### config.mk
export PLATFORM = sky130hd
export DESIGN_NAME = ibsg_edge
export DESIGN_NICKNAME = d
export VERILOG_FILES = /design/src/rtl/ibsg_edge.sv
export SDC_FILE = /design/constraint.sdc
export NUM_CORES = 1
export LEC_CHECK = 0
export CAP_MARGIN = 20
export CELL_PAD_IN_SITES_DETAIL_PLACEMENT = 1
export CELL_PAD_IN_SITES_GLOBAL_PLACEMENT = 1
export CORE_ASPECT_RATIO = 0.9
export CORE_UTILIZATION = 35
export DETAILED_ROUTE_END_ITERATION = 16
export GPL_ROUTABILITY_DRIVEN = 1
export PLACE_DENSITY_LB_ADDON = 0.1
export SYNTH_ARGS = -nofsm -noshare
export SYNTH_HDL_FRONTEND = slang
export SYNTH_SLANG_ARGS = --single-unit
### constraint.sdc
create_clock -name clk -period 6.45 [get_ports clk]
set_input_delay 1.29 -clock clk [delete_from_list [all_inputs] [get_ports clk]]
set_output_delay 1.29 -clock clk [all_outputs]
set_load 0.01 [all_outputs]
### src/rtl/ibsg_edge.sv
// Rate-codes a signed operand into a unary bitstream of length 2^BSLEN for a downstream
// horizontal register chain: clear strobe, N shifted magnitude bits, then a done pulse.
module ibsg_edge #(
  parameter int unsigned WIDTH = 16,
  parameter int unsigned BSLEN = 8
) (
  input  logic             clk,
  input  logic             rst,
  input  logic             i_valid,
  output logic             o_ready,
  input  logic [WIDTH-1:0] i_data,
  input  logic             i_abort,
  output logic             o_clr,
  output logic             o_en,
  output logic             o_data_sign,
  output logic             o_data_dff,
  output logic             o_done
);

  localparam logic [WIDTH-1:0] MaxPos = {1'b0, {(WIDTH - 1){1'b1}}};
  localparam logic [WIDTH-1:0] MinNeg = {1'b1, {(WIDTH - 1){1'b0}}};
  localparam logic [BSLEN-1:0] CntMax = '1;

  typedef enum logic [1:0] {StIdle, StClr, StRun, StDone} state_e;

  state_e           state_q, state_d;
  logic [BSLEN-1:0] cnt_q, cnt_d;
  logic [BSLEN-1:0] q_q, q_d;
  logic             sign_q, sign_d;
  logic             rst_q;

  logic [WIDTH-1:0] mag;
  logic [BSLEN-1:0] q_in;
  logic [BSLEN-1:0] cnt_rev;

  // Magnitude with the most negative value saturated, then truncated to the top BSLEN bits
  always_comb begin
    if (!i_data[WIDTH-1]) begin
      mag = i_data;
    end else if (i_data == MinNeg) begin
      mag = MaxPos;
    end else begin
      mag = ~i_data + WIDTH'(1);
    end
    q_in = BSLEN'(mag >> (WIDTH - 1 - BSLEN));
  end

  // Bit-reversed counter spreads the q ones evenly across the stream
  always_comb begin
    cnt_rev = '0;
    for (int i = 0; i < int'(BSLEN); i++) begin
      cnt_rev[i] = cnt_q[int'(BSLEN) - 1 - i];
    end
  end

  always_comb begin
    state_d = state_q;
    cnt_d   = cnt_q;
    q_d     = q_q;
    sign_d  = sign_q;
    unique case (state_q)
      StIdle: begin
        if (i_valid && o_ready) begin
          state_d = StClr;
          q_d     = q_in;
          sign_d  = i_data[WIDTH-1] & (|q_in);
        end
      end
      StClr: begin
        state_d = i_abort ? StIdle : StRun;
      end
      StRun: begin
        if (i_abort) begin
          state_d = StIdle;
          cnt_d   = '0;
        end else if (cnt_q == CntMax) begin
          state_d = StDone;
          cnt_d   = '0;
        end else begin
          cnt_d = cnt_q + BSLEN'(1);
        end
      end
      StDone: begin
        state_d = StIdle;
      end
      default: begin
        state_d = StIdle;
        cnt_d   = '0;
      end
    endcase
  end

  always_ff @(posedge clk) begin
    if (rst) begin
      state_q <= StIdle;
      cnt_q   <= '0;
      q_q     <= '0;
      sign_q  <= 1'b0;
      rst_q   <= 1'b1;
    end else begin
      state_q <= state_d;
      cnt_q   <= cnt_d;
      q_q     <= q_d;
      sign_q  <= sign_d;
      rst_q   <= 1'b0;
    end
  end

  // Registered reset flag keeps o_ready low while reset is held, without an input path
  assign o_ready     = (state_q == StIdle) && !rst_q;
  assign o_clr       = (state_q == StClr);
  assign o_en        = (state_q == StRun);
  assign o_done      = (state_q == StDone);
  assign o_data_sign = sign_q;
  assign o_data_dff  = (state_q == StRun) && (q_q > cnt_rev);

endmodule

==> impl_metrics.json <==
{
  "syn_area_per_cell_um2": 8.048,
  "start_util": 0.3645,
  "fin_area_um2": 1652,
  "postPlaceCellArea_um2": 1597,
  "synth_area_leaders": "dfxtp_1 (29%), ha_1 (8.3%), nor3_1 (4.8%)",
  "required_ns": 5.16,
  "numCtsBuffers": 3,
  "yosys.area.top_type": "dfxtp_1",
  "ioPinCount": 26,
  "p_leak_nw": 0.5588,
  "hold_viol": 0,
  "grt_pass1_wl_um": 6044,
  "total_power_mw": 0.2845,
  "min_path_type": "register to register",
  "maxCapViolCount": 0,
  "diodes": 0,
  "grt_max_degree": 21,
  "viasPerCell": 5.627,
  "criticalPathCategory": "register to output port",
  "cts_tree": "done",
  "cts_root_buffer": "clkbuf_8",
  "drt_wl_total_um": 3718,
  "slew_headroom": 0.4883,
  "finalSetupViolations": 0,
  "dp_hpwl_um": 2824,
  "drt-initial-drc-count": 35,
  "clk_pin_slew_worst_paths_ns": 0.08,
  "core_area_um2": 3731,
  "ys_seq_area_frac": 0.2944,
  "gp_congestion": 0.7609,
  "drt.antenna.violating_nets": 0,
  "end_kind": "output port",
  "pwr_density_cell_nw_per_um2": 172.3,
  "vias": 1328,
  "nNetsFinal": 220,
  "crit_slowest_cell": "clkdlybuf4s50_1",
  "final.setup.tns_ns": 0,
  "cp.arrival_ns": 2.30,
  "area_growth_syn_to_layout_pct": 21.43,
  "syn_area_um2": 1360,
  "fin_crit_ns": 3.588,
  "worstSkewPairLatency_ns": 0.26,
  "cts_setup_buffers": 0,
  "htreeDepth": 1,
  "remaining_drc_errors": 0,
  "status": "completed",
  "fp.dieArea_um2": 4139,
  "worstMarginPinSlew_ns": 0.7651,
  "max_stage_delay_ns": 0.59,
  "path_depth": 6,
  "path_buf_inv": 2,
  "die-width_um": 67.71,
  "antenna_found_initial": 0,
  "yosys_warnings": 0,
  "post_cts_resized": 0,
  "clock-skew-final_ns": 0.002410,
  "wire_per_inst_um": 15.75,
  "ctsHoldBuffers": 0,
  "setup_ws_ns": 2.862,
  "dp_slack_ns": 2.889,
  "yosysTopAreaCellShare": 0.2944,
  "drv_slew": 0,
  "rsz0062_at_grt": "no",
  "die_h_um": 61.14,
  "hold_depth": 2,
  "period_share": 0.5562,
  "synth-seq-cells": 20,
  "cts.sinks": 20,
  "syn_nets": 198,
  "max_freq_mhz": 278.7,
  "grt.total_usage": 0.2019,
  "globalRouteOverflowTotal": 0,
  "reg2reg_depth": 5,
  "cts_buffer_depth": 2,
  "portBuffers": 25,
  "firstDrtPassIters": 4,
  "syn-instance-count": 169,
  "worst_ir_drop_vdd_v": 0.0001327,
  "grt_pass1_vias": 1248,
  "yosysUniqueCellTypes": 38,
  "cp_max_fo": 7,
  "drive_gt1_frac": 0.04211,
  "start_kind": "register",
  "crit_chain": "inv_1 -> ha_1 -> and4_1 -> o21ai_0 -> a221oi_1 -> clkdlybuf4s50_1",
  "cp_top_family": "buffers and inverters",
  "rows": 21
}
-- sequential cells by signal, summed over array words and instances, names as in the netlist --
name,flops
cnt_q,8
q_q,8
state_q,2
o_data_sign,1
rst_q,1
-- worst register-to-register path, delay by kind of cell, from the launching register on --
kind            cells  cell delay (ns)
compound gates      3             0.58
flops               1             0.42
simple gates        2             0.76
-- where the power goes --
part	internal, mW	leakage (nW)	switching [mW]
Clock	0.0543	0.0288	0.0426
Combinational	0.0285	0.367	0.0279
Sequential	0.128	0.163	0.00318
-- metrics by stage --
step / utilization / hold slack [ns] / std cells
finish: 0.4427 / 0.4638 / 236
global route: 0.4427 / 0.4850 / 236
CTS: 0.4427 / 0.4691 / 236
detailed placement: 0.4279 / 0.4581 / 232
global placement: 0.4279 / 0.4519 / 232
floorplan: - / 0.4356 / 169
-- worst paths after layout --
check / from / end / slack (ns)
max: cnt_q[2] / o_data_dff / 2.86
max reg2reg: state_q[1] / cnt_q[7] / 4.60
min: q_q[0] / q_q[0] / 0.46
min reg2reg: q_q[0] / q_q[0] / 0.46
-- metal layers --
metal,routed length (µm),vias to the layer above,GRT usage
met5,0,-,0
met4,17,0,0.02736
met3,109,2,0.04444
met2,1741,20,0.3395
met1,1850,633,0.2704
li1,-,673,-
-- synth_stat cells (all sizes together) --
library cell / number
o41a: 1
inv: 11
nand4: 3
mux2: 1
nand2: 9
and3: 3
a221oi: 2
xnor2: 4
xor2: 1
a21oi: 11
a311oi: 2
buf: 7
nor3: 13
and4: 2
dlymetal6s4s: 1
nand3: 8
dfxtp: 20
or4: 6
ha: 9
o21a: 6
o211ai: 4
o31ai: 4
nand2b: 1
nor4: 2
a211oi: 2
o2111ai: 1
and2: 2
nor2b: 3
a31oi: 4
nor2: 13
or3: 1
nor3b: 1
o21ai: 8
a21o: 3
-- layout make-up --
cell class | count | area [µm²]
Inverter | 11 | 41.29
Sequential cell | 20 | 400.4
Timing Repair Buffer | 25 | 250.2
Multi-Input combinational cell | 130 | 847.1
Fill cell | 464 | 2079
Clock buffer | 4 | 55.05
Tap cell | 46 | 57.56
-- cell usage in the layout (no fill, tap or decap), drive strengths merged, types with 6 or more instances in the layout --
cell type      count
nand2              9
inv               11
ha                 9
nor3              13
nand3              8
o21a               6
or4                6
o21ai              8
clkdlybuf4s50     25
a21oi             11
dfxtp             20
nor2              13
-- cell families after synthesis --
group           after synthesis  synth area share
fa+ha+maj                     9           0.08280
flops                        20            0.2944
buf+inv                      19           0.08279
simple gates                 67            0.2659
xor+xnor                      5           0.03220
mux                           1          0.008279
compound gates               48            0.2337
(Power assumes the default switching activity.)
==> variant 1: new RTL, same settings <==
`q_q` no longer has a reset.
--- a/src/rtl/ibsg_edge.sv
+++ b/src/rtl/ibsg_edge.sv
@@ -94,16 +94,18 @@
     if (rst) begin
       state_q <= StIdle;
       cnt_q   <= '0;
-      q_q     <= '0;
       sign_q  <= 1'b0;
       rst_q   <= 1'b1;
     end else begin
       state_q <= state_d;
       cnt_q   <= cnt_d;
-      q_q     <= q_d;
       sign_q  <= sign_d;
       rst_q   <= 1'b0;
     end
+  end
+
+  always_ff @(posedge clk) begin
+    q_q <= q_d;
   end
 
   // Registered reset flag keeps o_ready low while reset is held, without an input path
Check against the original RTL: same outputs for any inputs over 10 cycles, from zero or initial values and one cycle with rst high; that may be too few to reach the edited logic, so the function may still have changed.
==> variant 1 against the original RTL <==
Cell count is 8.5% lower. Synthesized area is 2.2% lower. Cell area is 0.76% higher. Worst setup slack worse by 0.042 ns. Power is 1.1% lower. Synthesized cell count is 12% lower. Global-route usage is 1.6 points lower. Critical path type unchanged. Wire length is 9.2% lower. Sequential power is 5% higher. Largest cell class unchanged. Clock skew hardly changed. Die area is 2.1% lower. Sequential cell count stayed put.
==> variant 1: results (changes against the original RTL) <==
{| class="wikitable"
! Metric !! Value
|-
| Clock-pin slew on the worst setup and hold paths || 0.07 ns
|-
| Total half-perimeter wirelength after legalization and detailed placement || 2630 um (-6.9%)
|-
| Power drawn by the combinational cells || 0.0000472 W (-16%)
|-
| Reported net switching power || 0.0000666 W (-9.7%)
|-
| Power Sequential || 0.000138 W (+5%)
|-
| First-pass GRT wire length || 5530 um (-8.5%)
|-
| Fraction of the mapped netlist area in adder cells || 8.47% (+0.19 points)
|-
| Sequential element share of the synthesized area || 36.1% (+6.7 points)
|-
| Leakage || 0.593 nW (+6.1%)
|-
| Leading post-synthesis cells by cell area || sky130_fd_sc_hd__dfxtp_1, sky130_fd_sc_hd__edfxtp_1, sky130_fd_sc_hd__ha_1
|-
| Register-to-Register Setup Slack || 4.62 ns (+0.02 ns)
|-
| Avg Cell Area, Syn || 8.99 sq um (+12%)
|-
| Post-CTS Resized || 0 (unchanged)
|-
| H-tree lvl count || 1 (unchanged)
|-
| Fraction of final layout cells sized beyond drive strength 1 || 6.40% (+2.2 points)
|-
| Worst slew margin relative to its limit || 59.7% (+11 points)
|-
| Post-layout total power || 0.000281 W (-1.1%)
|-
| R2R Path End || cnt_q[5]$_SDFFE_PP0P_
|-
| Antenna violations before repair || 0 (unchanged)
|-
| Placement Setup Slack || 2.73 ns (-0.160 ns)
|-
| Share of the synthesized netlist area taken by xor and xnor gates || 3.29% (+0.073 points)
|-
| Number of different library cells in the post-synthesis netlist || 44 (+16%)
|-
| Maximum VDD drop || 0.110 mV (-17%)
|-
| Critical Path Sink || o_data_dff
|-
| Total number of vias || 1213 (-8.7%)
|-
| Largest registers in the final layout || cnt_q x8, q_q x8, state_q x2
|-
| Area post-placement || 1610 sq um (+0.78%)
|-
| Top cell types by occurrence after synthesis || sky130_fd_sc_hd__dfxtp_1, sky130_fd_sc_hd__inv_1, sky130_fd_sc_hd__nand2_1
|-
| Final weighted congestion in routability-driven placement || 0.779 (+2.4%)
|-
| Net count after synthesis || 177 (-11%)
|-
| Placed Cells || 212 (-8.6%)
|-
| Worst path arrival time || 2.34 ns (+0.04 ns)
|-
| Result of the run || completed
|-
| Worst-case clock skew || 0.00258 ns (+0.000166 ns)
|-
| Final critical path time including I/O delays and setup || 3.63 ns (+0.0417 ns)
|-
| Detail-routed via count per cell || 5.62 (-0.20%)
|-
| Number of synthesized flops with an enable pin || 8 (+8)
|-
| Number of buffers on the longest clock path || 2 (unchanged)
|-
| Global-route total usage across every layer || 18.6% (-1.6 points)
|-
| Wire length reported by the detailed router || 3380 um (-9.2%)
|-
| Compound-cell area share of the yosys netlist || 24.6% (+1.3 points)
|-
| Largest net degree at the start of global routing || 17 (-19%)
|-
| Mux share of post-synthesis cell area || 1.60% (+0.77 points)
|-
| Via count of the first global-routing pass || 1142 (-8.5%)
|-
| First DRT Iteration DRCs || 20 (-43%)
|-
| Clock buffer count from CTS || 3 (unchanged)
|-
| Number of nets in the layout || 202 (-8.2%)
|}
-- variant 1: worst min-delay path by stage --
| stage | from | endpoint | slack (ns) | cells past startpoint |
|---|---|---|---|---|
| 6_report | cnt_q[4]$_SDFFE_PP0P_ | cnt_q[4]$_SDFFE_PP0P_ | 0.50 | 2 |
| 5_1_grt | cnt_q[4]$_SDFFE_PP0P_ | cnt_q[4]$_SDFFE_PP0P_ | 0.52 | 2 |
| 3_5_place_dp | cnt_q[1]$_SDFFE_PP0P_ | cnt_q[1]$_SDFFE_PP0P_ | 0.49 | 2 |
| 3_3_place_gp | cnt_q[4]$_SDFFE_PP0P_ | cnt_q[4]$_SDFFE_PP0P_ | 0.48 | 2 |
| 2_1_floorplan | cnt_q[4]$_SDFFE_PP0P_ | cnt_q[4]$_SDFFE_PP0P_ | 0.46 | 2 |
| 4_1_cts | cnt_q[1]$_SDFFE_PP0P_ | cnt_q[1]$_SDFFE_PP0P_ | 0.50 | 2 |
-- variant 1: logic make-up after synthesis --
group                    count (synthesis)
AND/OR/NAND/NOR                         51
AO/OA/AOI/OAI                           45
multiplexers                             2
adder cells (fa/ha/maj)                  9
flip-flops                              20
XOR/XNOR                                 5
buffers and inverters                   16
-- variant 1: cell type report --
| cell class | instances | area, sq um |
|---|---|---|
| clock buffer | 4 | 55.1 |
| sequential | 20 | 480 |
| inverter | 11 | 41.3 |
| timing repair buffer | 25 | 250 |
| tap | 44 | 55.1 |
| fill | 419 | 1840 |
| multi-input combinational | 112 | 782 |
-- variant 1: routing by layer --
layer,GRT usage [%],part of all wire (%),wire [um],vias to the layer above
met3,4.70,2.4,80,2
li1,-,-,-,607
met1,26.6,52,1760,590
met2,28.3,45,1520,14
met5,0,0,0,-
met4,4.26,0.36,12,0
==> variant 2: new RTL, same flow settings <==
Made on the original files. `BSLEN`: 8 -> 16.
--- a/src/rtl/ibsg_edge.sv
+++ b/src/rtl/ibsg_edge.sv
@@ -2,7 +2,7 @@
 // horizontal register chain: clear strobe, N shifted magnitude bits, then a done pulse.
 module ibsg_edge #(
   parameter int unsigned WIDTH = 16,
-  parameter int unsigned BSLEN = 8
+  parameter int unsigned BSLEN = 16
 ) (
   input  logic             clk,
   input  logic             rst,
Check against the original RTL: not equivalent (a bounded check fails within 4 cycles, from zero or initial values and one cycle with rst high).
==> variant 2 against the original RTL <==
Largest cell class unchanged. Worst setup slack better by 0.65 ns. Global-route usage down 2.0 points. Clock skew up 0.0074 ns. Cell area down 33%. Wire length down 36%. Synthesized area down 26%. Sequential cell count down 1. Power down 31%.
==> variant 2: results (changes against the original RTL) <==
{| class="wikitable"
! Metric !! Value
|-
| First-pass GRT wire length || 4200 um (-30%)
|-
| Largest delay contributor family on the critical path || simple AND/OR/NAND/NOR gates
|-
| Highest-delay cell along the critical path || sky130_fd_sc_hd__nor3_4
|-
| First DRT Iteration DRCs || 36 (+2.9%)
|-
| Routed length per placed instance || 14.1 um (-11%)
|-
| Largest registers in the final layout || cnt_q x16, state_q x2, rst_q x1
|-
| Worst path arrival time || 3.16 ns (+0.86 ns)
|-
| Initial DRT Pass Iterations || 4 (unchanged)
|-
| Number of different library cells in the post-synthesis netlist || 39 (+2.6%)
|-
| Worst-case clock skew || 0.00985 ns (+0.00744 ns)
|-
| Top cell types by occurrence after synthesis || sky130_fd_sc_hd__dfxtp_1, sky130_fd_sc_hd__nor2_1, sky130_fd_sc_hd__nand2_1, sky130_fd_sc_hd__a21oi_1, sky130_fd_sc_hd__nand3_1
|-
| Later-pin clock latency in the skew report || 0.30 ns (+0.04 ns)
|-
| Number of nets in the layout || 150 (-32%)
|-
| Top flip-flop cell by instance count after synthesis || sky130_fd_sc_hd__dfxtp_1
|-
| Number of buffers on the longest clock path || 2 (unchanged)
|-
| Depth of the worst hold-timing path || 1 (-1)
|-
| Largest net degree at the start of global routing || 19 (-9.5%)
|-
| Final weighted congestion in routability-driven placement || 0.749 (-1.6%)
|-
| Count of warnings emitted by yosys || 0 (unchanged)
|-
| Master cell of the clock root buffer || sky130_fd_sc_hd__clkbuf_4
|-
| Fraction of final layout cells sized beyond drive strength 1 || 8.59% (+4.4 points)
|-
| Leakage || 0.417 nW (-25%)
|-
| Proportion of register bits with asynchronous set or reset after synthesis || 0% (unchanged)
|-
| Via count of the first global-routing pass || 891 (-29%)
|-
| H-tree lvl count || 1 (unchanged)
|-
| Register-to-Register Setup Slack || 4.40 ns (-0.20 ns)
|-
| Number of fill cells in the layout || 337 (-27%)
|-
| Global-route total usage across every layer || 18.2% (-2.0 points)
|-
| Detail-routed via count per cell || 5.35 (-5.0%)
|-
| Clock-pin slew on the worst setup and hold paths || 0.12 ns (+0.04 ns)
|-
| Total half-perimeter wirelength after legalization and detailed placement || 1750 um (-38%)
|-
| Slew of the pin with the lowest slew margin || 0.655 ns (-0.110 ns)
|-
| Leading post-synthesis cells by cell area || sky130_fd_sc_hd__dfxtp_1, sky130_fd_sc_hd__nor2_1, sky130_fd_sc_hd__a21oi_1
|-
| Maximum VDD drop || 0.0762 mV (-43%)
|-
| Number of cell instances on the worst register-to-register path || 6 (+1)
|-
| Port Buffers || 7 (-72%)
|-
| Antenna diode count || 0 (unchanged)
|-
| Sequential element share of the synthesized area || 38.0% (+8.6 points)
|-
| Result of the run || completed
|-
| Delay of the slowest cell on the worst path || 0.62 ns (+0.03 ns)
|-
| Crit Path Max Fanout || 18 (+11)
|}
## variant 2: worst reg2reg max path: stages (launching register included)
cell	delay (ns)
sky130_fd_sc_hd__dfxtp_1	0.41
sky130_fd_sc_hd__ha_1	0.25
sky130_fd_sc_hd__nand3_1	0.17
sky130_fd_sc_hd__nor4_4	0.47
sky130_fd_sc_hd__nor3_4	0.18
sky130_fd_sc_hd__and3_1	0.23
sky130_fd_sc_hd__a221o_1	0.25
## variant 2: area by class of cell
| type | instances | area (sq um) | area share [%] |
|---|---|---|---|
| Multi-Input combinational cell | 95 | 572 | 51.5 |
| Sequential cell | 19 | 380 | 34.3 |
| Timing Repair Buffer | 7 | 70.1 | 6.31 |
| Tap cell | 40 | 50.0 | 4.51 |
| Clock buffer | 4 | 26.3 | 2.37 |
| Inverter | 3 | 11.3 | 1.01 |
## variant 2: stage by stage
stage,hold slack [ns],worst slack [ns],area (sq um),cells,total power (W)
2_1_floorplan,0.444,4.19,1000,122,0.000130
3_3_place_gp,0.476,3.23,1080,164,0.000134
3_5_place_dp,0.482,3.16,1080,164,0.000135
4_1_cts,0.499,3.49,1110,168,0.000199
5_1_grt,0.542,3.33,1110,168,0.000206
6_report,0.500,3.52,1110,168,0.000195
## variant 2: metal layers
layer / track usage (%) / up-vias / wire length (um)
li1: - / 451 / -
met1: 24.1 / 436 / 1190
met2: 30.1 / 9 / 1110
met3: 4.44 / 2 / 58
met4: 3.57 / 0 / 15
met5: 0 / - / 0
## variant 2: logic make-up after synthesis
kind of cell	after synthesis	share of synthesized area, %
AO/OA/AOI/OAI	29	18.6
XOR/XNOR	1	0.875
adder cells (fa/ha/maj)	1	1.25
buffers and inverters	8	5.25
flip-flops	19	38.0
multiplexers	3	3.00
other	1	0.375
AND/OR/NAND/NOR	59	32.6
## variant 2: worst paths after layout
kind,end,start
worst min-delay path,state_q[0]$_SDFFE_PP0P_,state_q[0]$_SDFFE_PP0P_
worst min register to register,state_q[0]$_SDFFE_PP0P_,state_q[0]$_SDFFE_PP0P_
worst max register to register,cnt_q[14]$_SDFFE_PP0N_,cnt_q[0]$_SDFFE_PP0N_
worst max-delay path,cnt_q[3]$_SDFFE_PP0N_,i_abort
## variant 2: report_power, final
| group | internal, W | total [W] | switching, W |
|---|---|---|---|
| logic | 0.00000581 | 0.0000130 | 0.00000722 |
| registers | 0.000118 | 0.000119 | 0.000000806 |
| clock network | 0.0000241 | 0.0000632 | 0.0000391 |
| total | 0.000148 | 0.000195 | 0.0000471 |
